### src/rtl/d_victim_cache_swap_ctrl_pkg.sv
// Shared definitions for the data-cache victim cache: geometry, line and tag
// entry types, and the swap controller state encoding.
package cache_def;

    localparam int WAYS_VC      = 4;
    localparam int INDEX_WAY_VC = 2;
    localparam int ADDR_W       = 32;
    localparam int OFFSET_W     = 4;
    localparam int LINE_W       = 128;
    localparam int TAG_W        = ADDR_W - OFFSET_W;

    typedef logic [LINE_W-1:0] cache_data_type;

    typedef struct packed {
        logic             valid;
        logic             dirty;
        logic [TAG_W-1:0] tag;
    } vc_tag_type;

    typedef enum logic [2:0] {
        IDLE,
        LOOKUP,
        READ,
        WB,
        WRITE,
        RESP
    } vc_state_e;

endpackage

### src/rtl/d_victim_cache_tag.sv
// Victim cache tag store: per-way valid/dirty/tag, two fully associative
// match encoders (request tag and evicted-line tag), one indexed read port,
// one write port and one invalidate port.
import cache_def::*;

module d_victim_cache_tag (
    input  logic                    clk,
    input  logic                    rst,
    input  logic [TAG_W-1:0]        req_tag,
    input  logic [TAG_W-1:0]        ev_tag,
    output logic                    req_hit,
    output logic [INDEX_WAY_VC-1:0] req_way,
    output logic                    ev_hit,
    output logic [INDEX_WAY_VC-1:0] ev_way,
    input  logic [INDEX_WAY_VC-1:0] rd_way,
    output vc_tag_type              rd_entry,
    input  logic                    wr_en,
    input  logic [INDEX_WAY_VC-1:0] wr_way,
    input  logic [TAG_W-1:0]        wr_tag,
    input  logic                    wr_dirty,
    input  logic                    inv_en,
    input  logic [INDEX_WAY_VC-1:0] inv_way
);

    vc_tag_type entries [WAYS_VC];

    // Tag array update: reset clears everything, write installs a valid line.
    always_ff @(posedge clk) begin
        if (rst) begin
            for (int i = 0; i < WAYS_VC; i++) begin
                entries[i] <= '0;
            end
        end else begin
            if (inv_en) begin
                entries[inv_way] <= '0;
            end
            if (wr_en) begin
                entries[wr_way] <= '{valid: 1'b1, dirty: wr_dirty, tag: wr_tag};
            end
        end
    end

    // Associative match; the controller guarantees at most one valid way per tag.
    always_comb begin
        req_hit = 1'b0;
        req_way = '0;
        ev_hit  = 1'b0;
        ev_way  = '0;
        for (int i = 0; i < WAYS_VC; i++) begin
            if (entries[i].valid && entries[i].tag == req_tag) begin
                req_hit = 1'b1;
                req_way = i[INDEX_WAY_VC-1:0];
            end
            if (entries[i].valid && entries[i].tag == ev_tag) begin
                ev_hit = 1'b1;
                ev_way = i[INDEX_WAY_VC-1:0];
            end
        end
    end

    assign rd_entry = entries[rd_way];

endmodule

### src/rtl/d_victim_cache_swap_ctrl.sv
// L1-facing victim cache swap controller. Looks up L1 misses in the victim
// cache, returns hit lines, swaps or FIFO-allocates the evicted L1 line and
// writes dirty victims back to memory first.
// Optional macro VC_STATS_EN adds saturating hit/miss/writeback counters.
//
// state  | meaning
// IDLE   | ready for an L1 miss request
// LOOKUP | compare request/evict tags, pick target way
// READ   | read hit line and dirty bit into response registers
// WB     | write dirty victim to memory, wait for ready
// WRITE  | write evicted L1 line into target way
// RESP   | one-cycle response pulse to L1
import cache_def::*;

module d_victim_cache_swap_ctrl #(
    parameter int WAYS_VC      = cache_def::WAYS_VC,
    parameter int INDEX_WAY_VC = cache_def::INDEX_WAY_VC,
    parameter int ADDR_W       = cache_def::ADDR_W,
    parameter int OFFSET_W     = cache_def::OFFSET_W,
    parameter int LINE_W       = cache_def::LINE_W
) (
    input  logic                    clk_i,
    input  logic                    rst_i,
    input  logic                    l1_req_valid_i,
    input  logic [ADDR_W-1:0]       l1_req_addr_i,
    input  logic                    l1_evict_valid_i,
    input  logic [ADDR_W-1:0]       l1_evict_addr_i,
    input  logic                    l1_evict_dirty_i,
    input  logic [LINE_W-1:0]       l1_evict_data_i,
    output logic                    l1_req_ready_o,
    output logic                    l1_resp_valid_o,
    output logic                    l1_resp_hit_o,
    output logic                    l1_resp_dirty_o,
    output logic [LINE_W-1:0]       l1_resp_data_o,
    output logic                    mem_wb_valid_o,
    input  logic                    mem_wb_ready_i,
    output logic [ADDR_W-1:0]       mem_wb_addr_o,
    output logic [LINE_W-1:0]       mem_wb_data_o,
    output logic                    vc_data_we_o,
    output logic [INDEX_WAY_VC-1:0] vc_way_o,
    output logic [LINE_W-1:0]       vc_data_wr_o,
    input  logic [LINE_W-1:0]       vc_data_rd_i
`ifdef VC_STATS_EN
    ,
    output logic [31:0]             stat_hit_o,
    output logic [31:0]             stat_miss_o,
    output logic [31:0]             stat_wb_o
`endif
);

    localparam int TW = ADDR_W - OFFSET_W;

    vc_state_e               state, state_nx;
    logic [TW-1:0]           req_tag_q, ev_tag_q, wb_tag_q;
    logic                    ev_valid_q, ev_dirty_q;
    logic [LINE_W-1:0]       ev_data_q, resp_data_q, wb_data_q;
    logic [INDEX_WAY_VC-1:0] way_q, fifo_ptr, rd_way;
    logic                    alloc_q, upd_q, hit_q, resp_dirty_q;

    logic                    req_hit, ev_hit;
    logic [INDEX_WAY_VC-1:0] req_way, ev_way;
    vc_tag_type              rd_entry;
    logic                    wr_en, wr_dirty, inv_en;
    logic                    victim_dirty;

    d_victim_cache_tag u_tag (
        .clk      (clk_i),
        .rst      (rst_i),
        .req_tag  (req_tag_q),
        .ev_tag   (ev_tag_q),
        .req_hit  (req_hit),
        .req_way  (req_way),
        .ev_hit   (ev_hit),
        .ev_way   (ev_way),
        .rd_way   (rd_way),
        .rd_entry (rd_entry),
        .wr_en    (wr_en),
        .wr_way   (way_q),
        .wr_tag   (ev_tag_q),
        .wr_dirty (wr_dirty),
        .inv_en   (inv_en),
        .inv_way  (way_q)
    );

    // During LOOKUP the tag read port looks at the FIFO victim; later it follows the target way.
    assign rd_way       = (state == LOOKUP) ? fifo_ptr : way_q;
    assign victim_dirty = rd_entry.valid & rd_entry.dirty;

    // State register.
    always_ff @(posedge clk_i) begin
        if (rst_i) begin
            state <= IDLE;
        end else begin
            state <= state_nx;
        end
    end

    // Next-state and output decode.
    always_comb begin
        state_nx        = state;
        l1_req_ready_o  = 1'b0;
        l1_resp_valid_o = 1'b0;
        l1_resp_hit_o   = 1'b0;
        l1_resp_dirty_o = 1'b0;
        l1_resp_data_o  = '0;
        mem_wb_valid_o  = 1'b0;
        mem_wb_addr_o   = '0;
        mem_wb_data_o   = '0;
        vc_data_we_o    = 1'b0;
        vc_way_o        = '0;
        vc_data_wr_o    = '0;
        wr_en           = 1'b0;
        wr_dirty        = 1'b0;
        inv_en          = 1'b0;
        case (state)
            IDLE: begin
                l1_req_ready_o = 1'b1;
                if (l1_req_valid_i) begin
                    state_nx = LOOKUP;
                end
            end
            LOOKUP: begin
                vc_way_o = fifo_ptr;
                if (req_hit) begin
                    state_nx = READ;
                end else if (!ev_valid_q) begin
                    state_nx = RESP;
                end else if (!ev_hit && victim_dirty) begin
                    state_nx = WB;
                end else begin
                    state_nx = WRITE;
                end
            end
            READ: begin
                vc_way_o = way_q;
                if (ev_valid_q) begin
                    state_nx = WRITE;
                end else begin
                    inv_en   = 1'b1;
                    state_nx = RESP;
                end
            end
            WB: begin
                mem_wb_valid_o = 1'b1;
                mem_wb_addr_o  = {wb_tag_q, {OFFSET_W{1'b0}}};
                mem_wb_data_o  = wb_data_q;
                if (mem_wb_ready_i) begin
                    state_nx = WRITE;
                end
            end
            WRITE: begin
                vc_data_we_o = 1'b1;
                vc_way_o     = way_q;
                vc_data_wr_o = ev_data_q;
                wr_en        = 1'b1;
                // Update-in-place must not lose dirtiness already held in the VC.
                wr_dirty     = ev_dirty_q | (upd_q & rd_entry.dirty);
                state_nx     = RESP;
            end
            RESP: begin
                l1_resp_valid_o = 1'b1;
                l1_resp_hit_o   = hit_q;
                l1_resp_dirty_o = resp_dirty_q;
                l1_resp_data_o  = resp_data_q;
                state_nx        = IDLE;
            end
            default: state_nx = IDLE;
        endcase
    end

    // Request capture, way selection, response/writeback latches and FIFO pointer.
    always_ff @(posedge clk_i) begin
        if (rst_i) begin
            req_tag_q    <= '0;
            ev_tag_q     <= '0;
            ev_valid_q   <= 1'b0;
            ev_dirty_q   <= 1'b0;
            ev_data_q    <= '0;
            wb_tag_q     <= '0;
            wb_data_q    <= '0;
            resp_data_q  <= '0;
            resp_dirty_q <= 1'b0;
            hit_q        <= 1'b0;
            way_q        <= '0;
            alloc_q      <= 1'b0;
            upd_q        <= 1'b0;
            fifo_ptr     <= '0;
        end else begin
            case (state)
                IDLE: begin
                    if (l1_req_valid_i) begin
                        req_tag_q    <= l1_req_addr_i[ADDR_W-1:OFFSET_W];
                        ev_tag_q     <= l1_evict_addr_i[ADDR_W-1:OFFSET_W];
                        ev_valid_q   <= l1_evict_valid_i;
                        ev_dirty_q   <= l1_evict_dirty_i;
                        ev_data_q    <= l1_evict_data_i;
                        resp_data_q  <= '0;
                        resp_dirty_q <= 1'b0;
                        hit_q        <= 1'b0;
                        alloc_q      <= 1'b0;
                        upd_q        <= 1'b0;
                    end
                end
                LOOKUP: begin
                    if (req_hit) begin
                        way_q <= req_way;
                    end else if (ev_valid_q) begin
                        if (ev_hit) begin
                            way_q <= ev_way;
                            upd_q <= 1'b1;
                        end else begin
                            way_q   <= fifo_ptr;
                            alloc_q <= 1'b1;
                            if (victim_dirty) begin
                                wb_tag_q  <= rd_entry.tag;
                                wb_data_q <= vc_data_rd_i;
                            end
                        end
                    end
                end
                READ: begin
                    hit_q        <= 1'b1;
                    resp_dirty_q <= rd_entry.dirty;
                    resp_data_q  <= vc_data_rd_i;
                end
                WRITE: begin
                    if (alloc_q) begin
                        fifo_ptr <= fifo_ptr + 1'b1;
                    end
                end
                default: ;
            endcase
        end
    end

`ifdef VC_STATS_EN
    // Saturating lookup and writeback counters.
    always_ff @(posedge clk_i) begin
        if (rst_i) begin
            stat_hit_o  <= '0;
            stat_miss_o <= '0;
            stat_wb_o   <= '0;
        end else begin
            if (state == LOOKUP && req_hit && stat_hit_o != '1) begin
                stat_hit_o <= stat_hit_o + 32'd1;
            end
            if (state == LOOKUP && !req_hit && stat_miss_o != '1) begin
                stat_miss_o <= stat_miss_o + 32'd1;
            end
            if (state == WB && mem_wb_ready_i && stat_wb_o != '1) begin
                stat_wb_o <= stat_wb_o + 32'd1;
            end
        end
    end
`endif

endmodule

### config.mk
export PLATFORM = sky130hd
export DESIGN_NAME = d_victim_cache_swap_ctrl
export DESIGN_NICKNAME = d
export VERILOG_FILES = /design/src/rtl/d_victim_cache_swap_ctrl_pkg.sv /design/src/rtl/d_victim_cache_tag.sv /design/src/rtl/d_victim_cache_swap_ctrl.sv
export SDC_FILE = /design/constraint.sdc
export NUM_CORES = 1
export LEC_CHECK = 0
export CAP_MARGIN = 0
export CELL_PAD_IN_SITES_DETAIL_PLACEMENT = 0
export CELL_PAD_IN_SITES_GLOBAL_PLACEMENT = 1
export CORE_MARGIN = 10
export CORE_UTILIZATION = 36
export CTS_CLUSTER_SIZE = 8
export DETAILED_ROUTE_END_ITERATION = 16
export PLACE_DENSITY = 0.77
export SYNTH_ARGS = -nofsm -noshare
export SYNTH_HDL_FRONTEND = slang
export SYNTH_HIERARCHICAL = 1
export SYNTH_SLANG_ARGS = --single-unit
export TNS_END_PERCENT = 30
### constraint.sdc
create_clock -name clk_i -period 4.42 [get_ports clk_i]
set_input_delay 1.105 -clock clk_i [delete_from_list [all_inputs] [get_ports clk_i]]
set_output_delay 1.105 -clock clk_i [all_outputs]
set_load 0.01 [all_outputs]
After elaboration in Yosys (flattened, before gate mapping):

Memory sizes are Yosys's and may differ from the RTL's.
Index checks and enable logic that the tools add are counted.

* register bits after elaboration: 481
* bits in writable memories: 120
* input port bits: 326
* output and inout bits: 424
* logic and storage cells: 130
* memories: 1

* $add $sub $neg: 1
* eq/ne operators: 19
* mux-type cells: 64
* bitwise operators: 6
* reductions and logical operators: 24

Memories
* u_tag.entries: words 4, width 30, read ports 5, clocked after Yosys merged registers in 0, write ports 4, RTL line d_victim_cache_tag.sv:25 `vc_tag_type entries [WAYS_VC];`

Operators with widths (number)
* 128-bit 2-to-1 mux: 4
* 128-bit one-hot mux with 2 select lines: 1
* 28-bit equality test: 8
* 30-bit 2-to-1 mux: 2
* 1-bit 2-to-1 mux: 36
* 32-bit 2-to-1 mux: 1
* 30-bit OR reduction: 1
* 2-bit 2-to-1 mux: 9
* 3-bit 2-to-1 mux: 5
* 3-bit one-hot mux with 5 select lines: 1
* 5-bit AND reduction: 3
* 2-bit inequality test, second input constant: 6
* 2-bit AND reduction: 5
* 1-bit logical AND: 9
* 1-bit one-hot mux with 2 select lines: 4
* 3-bit by 2-bit equality test with 1-bit output, second input constant: 2
* 3-bit equality test, second input constant: 2
* 2-bit nonzero test: 3
* 2-bit one-hot mux with 2 select lines: 1
* 3-bit by 1-bit equality test with 1-bit output, second input constant: 1
* 3-bit logical NOT: 1
* 2-bit by 1-bit adder with 2-bit output, second input constant: 1
* 1-bit AND: 2
* 1-bit NOT: 2
* other kinds (3): 4

Depth between registers and ports, before layout:

Gate-level depths: netlist of run 1.
An unclocked memory read counts as a cell.

* depth after elaboration: 13
* mapped depth: 13
* depth with buffers taken out: 8

Hierarchy:

The synthesis of run 1 kept the hierarchy.

By module, submodules not included
* d_victim_cache_swap_ctrl: instances 1, cells each 2645, area each 20439.6 um2
* d_victim_cache_tag: instances 1, cells each 648, area each 7995.2 um2

Worst setup path after synthesis of run 1:

No wires, ideal clock.

* kind: reg2reg
* from: register state[1]
* to: memory u_tag/entries[2][0] (netlist name) (enable)
* library setup time: 0.455 ns
* data arrival time: 3.552 ns
* setup slack: 0.413 ns
* stages on the path, launching flop included: 8
* buffers on the path: 3
* period minus slack after synthesis: 4.007 ns
* path through: dfxtp_1 buf_2 buf_2 nor3b_2 clkbuf_1 nor2b_1 nand2_1 o21ai_0

RTL lines
* from (decl): RTL line d_victim_cache_swap_ctrl.sv:53 `vc_state_e state, state_nx;`
* from (signal assigned): RTL line d_victim_cache_swap_ctrl.sv:94 `state <= state_nx;`
* to (decl): RTL line d_victim_cache_tag.sv:25

Worst setup path in the final report of run 1:

* from: register state[0]
* to: output port l1_resp_data_o[34]

* word-level cells in the longest chain between the ends: 2

RTL lines
* 3-bit equality test: RTL line d_victim_cache_swap_ctrl.sv:115 `case (state)`
* 128-bit 2-to-1 mux: RTL line d_victim_cache_swap_ctrl.sv:115
* to (decl): RTL line d_victim_cache_swap_ctrl.sv:34 `output logic [LINE_W-1:0] l1_resp_data_o,`

Every way passes these cells.

==> results of run 1 <==
[sequential cells by signal, summed over array words and instances (netlist names), 2 cells and up]
name and cells:
ev_data_q 128, resp_data_q 128, wb_data_q 128, u_tag/entries 120, ev_tag_q 28, req_tag_q 28
wb_tag_q 28, state 3, fifo_ptr 2, way_q 2
[critical path, stage by stage, from the launching register on]
cell and delay (ns):
dfxtp_1 0.57, inv_1 0.21, nor3_4 0.23, buf_12 0.44
and2_1 0.21, clkdlybuf4s50_1 0.69
[layout make-up]
type,instances,area [um^2],area share
clock buffer,111,2277,0.05903
clock inverter,8,106.4,0.002757
sequential,601,13190,0.3420
antenna,15,37.54,0.0009730
tap,1050,1314,0.03406
timing repair buffer,783,7915,0.2052
multi-input combinational,2375,13700,0.3552
inverter,8,30.03,0.0007784
[per-layer routing]
metal  wire [um]  up-vias  track usage
met5          69        -            0
met4        4547       10      0.09443
met3       11190      204      0.06927
met2       53570     1109       0.3861
met1       48540    12490       0.3137
li1            -    12170            -
[metrics by stage]
stage | std cells | hold WS (ns) | power (mW)
after detailed placement | 4817 | 0.4418 | 7.760
after CTS | 4936 | 0.4490 | 13.86
after global placement | 4817 | 0.4373 | 7.759
after floorplan | 3296 | 0.4317 | 7.014
final | 4951 | 0.4467 | 13.72
after global routing | 4949 | 0.4615 | 14.23
[synth_stat cells (all sizes together) (4+ instances only)]
master / instances
nor3: 4
nor3b: 4
a31oi: 5
nand3: 286
nand2: 513
xnor2: 136
a21o: 4
o21ai: 164
xor2: 89
and2: 532
dfxtp: 485
nand4: 41
a21oi: 477
mux2: 4
edfxtp: 116
nor4: 32
inv: 8
buf: 139
clkbuf: 173
mux4: 30
nor2: 9
nand2b: 7
[cells by family after synthesis]
logic type,Yosys count,share of synthesized area
AND/OR/NAND/NOR,1449,0.2648
AO/OA/AOI/OAI,663,0.1189
flip-flops,601,0.4640
buffers and inverters,320,0.05571
XOR/XNOR,225,0.07115
multiplexers,34,0.02535
other,1,0.0001319
[where the power goes]
| group | switching, mW | internal (mW) |
|---|---|---|
| Sequential | 0.240 | 5.79 |
| Combinational | 0.984 | 0.652 |
| Clock | 2.49 | 3.57 |
[how the worst max path moves through the flow]
stage,start,slack [ns],endpoint
2_1_floorplan,state[1]$_SDFFE_PP0P_,0.41,u_tag/entries[2][0]$_SDFFCE_PN0P_
3_3_place_gp,state[0]$_SDFFE_PP0P_,0.89,l1_resp_data_o[34]
3_5_place_dp,state[0]$_SDFFE_PP0P_,0.91,l1_resp_data_o[34]
4_1_cts,state[0]$_SDFFE_PP0P_,0.24,l1_resp_data_o[34]
5_1_grt,state[0]$_SDFFE_PP0P_,0.14,l1_resp_data_o[24]
6_report,state[0]$_SDFFE_PP0P_,0.27,l1_resp_data_o[34]
==> summary.md, run 1 <==
| Metric | Value |
|---|---|
| Status | completed |
| TritonCTS clock tree | built |
| Hold Path Cell Cnt | 2 |
| Htree depth | 3 |
| First-pass iteration count of the detailed router | 5 |
| Fin crit period | 4.147 ns |
| Initial Util | 0.3617 |
| Netlist area before placement | ~28000 um^2 |
| Post-synthesis sequential area ratio | 0.4640 |
| Chip width | 301.0 um |
| Syn Inst Count | 3293 |
| Total Routing Usage GR | 0.2449 |
| Antenna viol nets, final | 0 |
| Row count | roughly 100 |
| Pin count of the biggest net entering global routing | 187 |
| Worst-path fanout max | between 100 and 150 |
| Syn avg cell area | 8.635 um^2 |
| R2R Setup Slk | ~0.75 ns |
| Setup violators final | 0 |
| Drt initial violations | 2434 |
| IO Port Bufs | 737 |
| Routed WL per cell | 23.82 um |
| Slew margin rel. | 0.2658 |
| DR vias | between 20000 and 30000 |
| Crit Reg-Reg Endpoint | wb_data_q[23]$_SDFFE_PP0P_ |
| First-pass GRT wire length | 168300 um |
| Worst-path clk slew | 0.05 ns |
| Power per cell area | about 360 nW/um^2 |
| Slew @ Worst Pin | approximately 1.1 ns |
| Slew Viols, Final | 0 |
| Post-route cell area | 38580 um^2 |
| Die Y | 301.0 um |
| Worst path arrival time | 3.04 ns |
| Vias in the first global route | 24530 |
| I/O Pins | 750 |
| Final hold vios | 0 |
| Core Box Area | 78610 um^2 |
| Leak | 13.33 nW |
| Share of Yosys cell area claimed by the top area cell type | 0.3415 |
| CTS root buffer | clkbuf_16 |
| Worst setup SP type | flip-flop |
| Worst Skew | 0.03501 ns |
| Reg2reg start | u_tag/entries[0][8]$_SDFFCE_PN0P_ |
| R2R depth | 10 |
| Most frequent cells in the layout | clkdlybuf4s50_1 (736), and2_1 (532), nand2_1 (513), dfxtp_1 (485), a21oi_1 (477) |
| Ys flop type | dfxtp_1 |
| Unique masters post-synth | 56 |
| Most common cell after layout, fill and taps aside | clkdlybuf4s50_1 |
| Post-place setup slack | 0.9125 ns |
| Post-route DRC violation count | 0 |
| Worst VDD drop | 0.2290 mV |
| Share of layout cells above drive strength 1 | 0.05224 |
| Min-Delay Path Class | reg2reg |
| Cts hold-fix bufs | 0 |
| Highest Clock Rate | roughly 240 MHz |
| CTS Buffer Depth | 3 |
| Min-delay src | ev_data_q[116]$_SDFFE_PP0P_ |
| Yosys reg bits | ~600 |
| Final wirelength | 117900 um |
| Worst-Skew Late Latency | 0.64 ns |
| GRT overflow | 0 |
| Fin nets | 4181 |
| Largest area contributor in the netlist | dfxtp_1 |
| Final core utilization | 0.4907 |
| Final period util | 0.9382 |
| EDFF count, synth | 116 |
| Post-CTS Setup Bufs | 0 |
| RSZ-0062 raised after global routing | no |
| Die ar. | 90630 um^2 |
| DP Area | roughly 36000 um^2 |
| Hold Path End | ev_data_q[116]$_SDFFE_PP0P_ |
| CP Class | reg2out |
| Final Wtd Congestion | 0.9935 |
| DP Wirelength | 81510 um |
| P&R area growth vs syn | 35.66% |
| CTS-repair resized insts | 0 |
| Fill cells | 7658 |
| Setup TNS | 0 ns |
| CTS Buf Count | 86 |
| Vias/cell | 5.248 |
| Clock Sinks | 601 |
| CP Capture Type | primary output |
| Max-cap viol count | 0 |
| Asr flop ratio synth | 0 |
| Synth warnings | 6 |
| Post-route setup slack | 0.2732 ns |
| Synth area leaders | dfxtp_1 (34%), edfxtp_1 (12%), and2_1 (12%) |
| Antenna violations before repair | 27 |
| CP Data Required Time | 3.31 ns |
Power figures use the tool's default switching activity.
==> inputs of run 2 (changes only) <==
--- a/config.mk
+++ b/config.mk
@@ -9,10 +9,10 @@
 export CELL_PAD_IN_SITES_DETAIL_PLACEMENT = 0
 export CELL_PAD_IN_SITES_GLOBAL_PLACEMENT = 1
 export CORE_MARGIN = 10
-export CORE_UTILIZATION = 36
+export CORE_UTILIZATION = 33
 export CTS_CLUSTER_SIZE = 8
 export DETAILED_ROUTE_END_ITERATION = 16
-export PLACE_DENSITY = 0.77
+export PLACE_DENSITY = 0.74
 export SYNTH_ARGS = -nofsm -noshare
 export SYNTH_HDL_FRONTEND = slang
 export SYNTH_HIERARCHICAL = 1
==> constraint.sdc (replaced) <==
create_clock -name clk_i -period 3.7 [get_ports clk_i]
set_input_delay 0.925 -clock clk_i [delete_from_list [all_inputs] [get_ports clk_i]]
set_output_delay 0.925 -clock clk_i [all_outputs]
set_load 0.01 [all_outputs]
==> run 2 against run 1 <==
Register-to-register slack lost 0.54 ns. Sequential cell count is the same. Power grew 21%. Sequential share of layout area is 0.51 points lower. Core utilization decreased by 3.1 points. Final area increased by 1.6%. Final cell count up 2.4%. Global-route usage fell by 1.4 points. Largest power group unchanged. Via count decreased by 0.69%.
==> summary.md, run 2 (synthesis gave the netlist of run 1 again) <==
| Metric | Value |
|---|---|
| Die Y | 313.5 um |
| Row count | between 100 and 150 |
| CTS Buf Count | 86 |
| WHS | 0.4468 ns |
| Clock Sinks | 601 |
| Leak | 13.57 nW |
| Critical Path Max Stage Delay | 0.65 ns |
| IO Port Bufs | 737 |
| GRT overflow | 0 |
| DP Area | 36550 um^2 |
| Cts hold-fix bufs | 0 |
| Min-Delay Path Class | reg2reg |
| Htree depth | 3 |
| CP Data Required Time | 2.77 ns |
| Worst setup SP type | flip-flop |
| Placed cells | 4928 |
| Status | completed |
| Chip width | 313.5 um |
| CP Capture Type | primary output |
| CTS root buffer | clkbuf_16 |
| DR vias | 25800 |
| Core Box Area | 85280 um^2 |
| Routed WL per cell | 23.72 um |
| First-pass iteration count of the detailed router | 5 |
| Initial Util | 0.3334 |
| First-pass GRT wire length | 173400 um |
| Post-route DRC violation count | 0 |
| Crit path top cell by count | buf_4 |
| Worst VDD drop | ~0.33 mV |
| TritonCTS clock tree | built |
| Worst path arrival time | 2.66 ns |
| DP Wirelength | between 80000 and 90000 um |
| Vias in the first global route | 24770 |
| Most common cell after layout, fill and taps aside | clkdlybuf4s50_1 |
| Setup TNS | 0 ns |
| Slew margin rel. | 0.2563 |
| Worst Skew | 0.02612 ns |
| P&R area growth vs syn | 37.80% |
| Non-filler cells, final | 5070 |
| Vias/cell | 5.090 |
| Fin nets | 4206 |
| WP buf/inv | 4 |
| Top flop regs | ev_data_q (128), resp_data_q (128), wb_data_q (128) |
| RSZ-0062 raised after global routing | no |
| CP Class | reg2out |
| Total Routing Usage GR | 0.2312 |
| Power per cell area | between 400 and 500 nW/um^2 |
| Max-cap viol count | 0 |
| CTS Buffer Depth | 3 |
| Die ar. | 98310 um^2 |
| Setup violators final | 0 |
| Crit-path leading delay family | buffers and inverters |
| Pin count of the biggest net entering global routing | 194 |
| Antenna violations before repair | 25 |
| Slew @ Worst Pin | 1.114 ns |
| CP cell instances | buf_4, nor3b_4, buf_12, buf_4, and2_1, clkdlybuf4s50_1 |
| Fill cells | roughly 8500 |
| Final period util | 0.9688 |
| I/O Pins | 750 |
| Highest Clock Rate | 279.0 MHz |
| Fin crit period | 3.584 ns |
| Crit-path slowest cell | clkdlybuf4s50_1 |
| Final wirelength | between 100000 and 150000 um |
| Final hold vios | 0 |
| Worst-path fanout max | 17 |
| Antenna viol nets, final | 0 |
| Slew Viols, Final | 0 |
| Post-route cell area | 39180 um^2 |
| Drt initial violations | 2270 |
| Worst-Skew Late Latency | 0.65 ns |
| Final Wtd Congestion | 0.9652 |
| Most frequent cells in the layout | clkdlybuf4s50_1 (734), and2_1 (532), nand2_1 (513), dfxtp_1 (482), a21oi_1 (477) |
| Worst-path clk slew | 0.05 ns |
| Share of layout cells above drive strength 1 | 0.05959 |
run 2: changes by cell type in the layout (fill, tap and decap cells not counted), moves of 3 or more:
cell / before / now
buf_12: 15 / 28
clkinv_16: 1 / 4
buf_4: 31 / 40
dfxtp_1: 485 / 482
run 2: report_power, final:
| group | internal (mW) | total (mW) | switching [mW] |
|---|---|---|---|
| Combinational | 0.825 | 2.04 | 1.21 |
| Clock | 4.37 | 7.43 | 3.06 |
| Sequential | 6.91 | 7.20 | 0.288 |
run 2: area by class of cell:
type / instances / area [um^2] / area share
diodes: 16 / 40.04 / 0.001022
clock buffers: 110 / 2285 / 0.05831
clock inverters: 8 / 180.2 / 0.004598
inverters: 8 / 33.78 / 0.0008622
multi-input cells: 2376 / 13710 / 0.3500
flip-flops and latches: 601 / 13200 / 0.3369
well taps: 1144 / 1431 / 0.03653
repair buffers: 807 / 8299 / 0.2118
run 2: worst reg2reg max path: cells and delay by family, from the launching register on:
kind | cells | cell delay (ns)
AOI/OAI and AO/OA | 1 | 0.09
xor gates and xnor gates | 1 | 0.20
buffers and inverters | 1 | 0.27
DFF | 1 | 0.56
and+or+nand+nor | 6 | 2.18
run 2: path summary, 6_finish.rpt:
kind | slack (ns) | start | depth (start not counted) | endpoint
min reg2reg | 0.45 | ev_data_q[61]$_SDFFE_PP0P_ | 2 | ev_data_q[61]$_SDFFE_PP0P_
max reg2reg | 0.21 | ev_tag_q[6]$_SDFFE_PP0P_ | 9 | state[1]$_SDFFE_PP0P_
max | 0.12 | state[0]$_SDFFE_PP0P_ | 6 | vc_data_wr_o[121]
min | 0.45 | ev_data_q[61]$_SDFFE_PP0P_ | 2 | ev_data_q[61]$_SDFFE_PP0P_
run 2: repair_timing:
item	4_1_cts	5_1_grt
setup buffers	6	0
gates cloned	2	0
setup endpoints to repair	239	6
resized for setup	9	2
run 2: per-stage QoR:
| step | worst slack (ns) | utilization | power, mW |
|---|---|---|---|
| global route | 0.001446 | 0.4593 | 17.29 |
| floorplan | 0.4765 | - | 8.378 |
| finish | 0.1156 | 0.4595 | 16.66 |
| detailed placement | 0.2709 | 0.4286 | 9.344 |
| CTS | 0.04286 | 0.4589 | 16.86 |
| global placement | 0.3143 | 0.4286 | 9.332 |
run 2: metal layers:
layer | vias up | track usage | routed length [um]
met4 | 18 | 0.08433 | 3942
met2 | 1032 | 0.3653 | 54760
li1 | 12210 | - | -
met1 | 12350 | 0.2859 | 48770
met3 | 194 | 0.08518 | 12710
met5 | - | 0 | 104
==> inputs of run 3 (changes only) <==
--- a/config.mk
+++ b/config.mk
@@ -12,7 +12,7 @@
 export CORE_UTILIZATION = 33
 export CTS_CLUSTER_SIZE = 8
 export DETAILED_ROUTE_END_ITERATION = 16
-export PLACE_DENSITY = 0.74
+export PLACE_DENSITY = 0.75
 export SYNTH_ARGS = -nofsm -noshare
 export SYNTH_HDL_FRONTEND = slang
 export SYNTH_HIERARCHICAL = 1
==> run 3 against run 2 <==
First-iteration DRC count decreased by 4.0%. Largest cell class unchanged. Global-route usage fell by 0.14 points. Sequential cell count did not move. Critical endpoint is now mem_wb_data_o[36]. Largest power group unchanged. Worst hold slack worse by 0.0011 ns.
==> summary.md, run 3 (synthesis gave the netlist of run 1 again) <==
| Metric | Value |
|---|---|
| Status | completed |
| I/O Pins | between 700 and 800 |
| Storage cell area | between 10000 and 15000 um^2 |
| Most frequent cells in the layout | clkdlybuf4s50_1 (697), and2_1 (531), nand2_1 (513), dfxtp_1 (482), a21oi_1 (477) |
| DR vias | 25850 |
| Clock Sinks | 601 |
| Antenna viol nets, final | 0 |
| Fin nets | 4205 |
| Crit-path leading delay family | buffers and inverters |
| Slew margin rel. | 0.2239 |
| Post-route DRC violation count | 0 |
| Reg2reg start | u_tag/entries[2][14]$_SDFFCE_PN0P_ |
| Power per cell area | 425.2 nW/um^2 |
| Vias/cell | between 5 and 6 |
| Final Wtd Congestion | 0.9761 |
| Setup crit start | state[1]$_SDFFE_PP0P_ |
| Worst-path clk slew | 0.05 ns |
| Die ar. | between 90000 and 100000 um^2 |
| Min-delay src | ev_data_q[21]$_SDFFE_PP0P_ |
| Post-route setup slack | 0.1043 ns |
| Htree depth | 3 |
| Critical Path Max Stage Delay | 0.64 ns |
| Share of layout cells above drive strength 1 | 0.05985 |
| Worst VDD drop | 0.3103 mV |
| Antenna violations before repair | 27 |
| CP Data Required Time | 2.77 ns |
| RSZ-0062 raised after global routing | yes |
| Final period util | 0.9718 |
| Post-place setup slack | 0.3821 ns |
| Non-filler cells, final | 5068 |
| P&R area growth vs syn | 37.95% |
| Routed WL per cell | around 24 um |
| Final wirelength | 120000 um |
| CTS Buf Count | 86 |
| Initial Util | 0.3334 |
| Pin count of the biggest net entering global routing | 204 |
| Area of the multi-input gates | 13700 um^2 |
| Core Box Area | about 85000 um^2 |
| Chip width | roughly 310 um |
| First-pass iteration count of the detailed router | 6 |
| Crit-path slowest cell | clkdlybuf4s50_1 |
| Min-Delay Path Class | reg2reg |
| Highest Clock Rate | ~280 MHz |
| Setup violators final | 0 |
| Die Y | between 300 and 400 um |
| Worst setup SP type | flip-flop |
| Worst path arrival time | 2.67 ns |
| CTS Buffer Depth | 3 |
| WP buf/inv | 3 |
| Slew @ Worst Pin | 1.164 ns |
| CTS root buffer | clkbuf_16 |
| First-pass GRT wire length | 172400 um |
| Vias in the first global route | 24840 |
| Worst-Skew Late Latency | around 0.65 ns |
| Most common cell after layout, fill and taps aside | clkdlybuf4s50_1 |
| Post-route cell area | a little under 40000 um^2 |
| Fin crit period | 3.596 ns |
| Drt initial violations | between 2000 and 2500 |
| Row count | roughly 110 |
| IO Port Bufs | 737 |
| Fill cells | about 8400 |
| DP Wirelength | 82640 um |
| Total Routing Usage GR | 0.2298 |
| Max-cap viol count | 0 |
| DP Area | around 36000 um^2 |
| Final hold vios | 0 |
| Top flop regs | ev_data_q (128), resp_data_q (128), wb_data_q (128) |
| Slew Viols, Final | 0 |
| WHS | 0.4457 ns |
| CP Class | reg2out |
| Setup TNS | 0 ns |
| Worst Skew | approximately 0.037 ns |
| Leak | 13.95 nW |
| CP cell instances | buf_4, and3_4, buf_16, and2_1, clkdlybuf4s50_1 |
| Worst-path fanout max | between 40 and 50 |
| CP Capture Type | primary output |
| GRT overflow | 0 |
| Placed cells | 4925 |
| TritonCTS clock tree | built |
[run 3: cell count changes in the layout (fill, tap and decap cells not counted), moves of 3 or more]
cell / before / now
clkdlybuf4s50_1: 734 / 697
dlygate4sd2_1: 1 / 26
dlymetal6s2s_1: 1 / 13
buf_12: 28 / 19
bufbuf_16: 0 / 4
buf_6: 0 / 3
[run 3: area by class of cell]
cell class | count | share of cell area
Multi-Input combinational cell | 2375 | 0.3494
Sequential cell | 601 | 0.3366
Timing Repair Buffer | 807 | 0.2125
Clock buffer | 110 | 0.05821
Tap cell | 1144 | 0.03649
Clock inverter | 9 | 0.005104
Antenna cell | 14 | 0.0008931
Inverter | 8 | 0.0007656
[run 3: power breakdown]
part / switching (mW) / leakage [nW] / total, mW / internal, mW
Clock: 3.03 / 1.20 / 7.46 / 4.44
Sequential: 0.297 / 5.13 / 7.21 / 6.91
Combinational: 1.17 / 7.62 / 2.00 / 0.831
[run 3: per-layer routing]
layer | routed length (um) | share of wire | track usage | vias to the layer above
met3 | 11550 | 0.096 | 0.08491 | 198
met1 | 49270 | 0.41 | 0.2817 | 12410
met4 | 3488 | 0.029 | 0.08260 | 20
li1 | - | - | - | 12230
met2 | 55520 | 0.46 | 0.3664 | 997
met5 | 135 | 0.0011 | 0 | -
[run 3: path summary, 6_finish.rpt]
path / to / slack, ns / cells after the start
max: mem_wb_data_o[36] / 0.10 / 5
max reg2reg: wb_data_q[52]$_SDFFE_PP0P_ / 0.17 / 10
min: ev_data_q[21]$_SDFFE_PP0P_ / 0.45 / 2
min reg2reg: ev_data_q[21]$_SDFFE_PP0P_ / 0.45 / 2
[run 3: per-stage QoR]
step / util / power [mW]
final: 0.4600 / 16.68
after global routing: 0.4599 / 17.30
after CTS: 0.4590 / 16.89
after detailed placement: 0.4274 / 9.299
after global placement: 0.4274 / 9.292
after floorplan: - / 8.378
[run 3: timing repair]
action,CTS,global route
gates resized for setup,35,19
hold buffers,0,0
setup buffers,5,0
endpoints found under the setup margin,292,145
gates cloned,5,0
pin swaps,1,1
[run 3: tightest hold or removal path: cells and delay by family (launching register included)]
kind               cells  cell delay, ns
and+or+nand+nor        1            0.05
AOI/OAI and AO/OA      1            0.05
DFF                    1            0.30
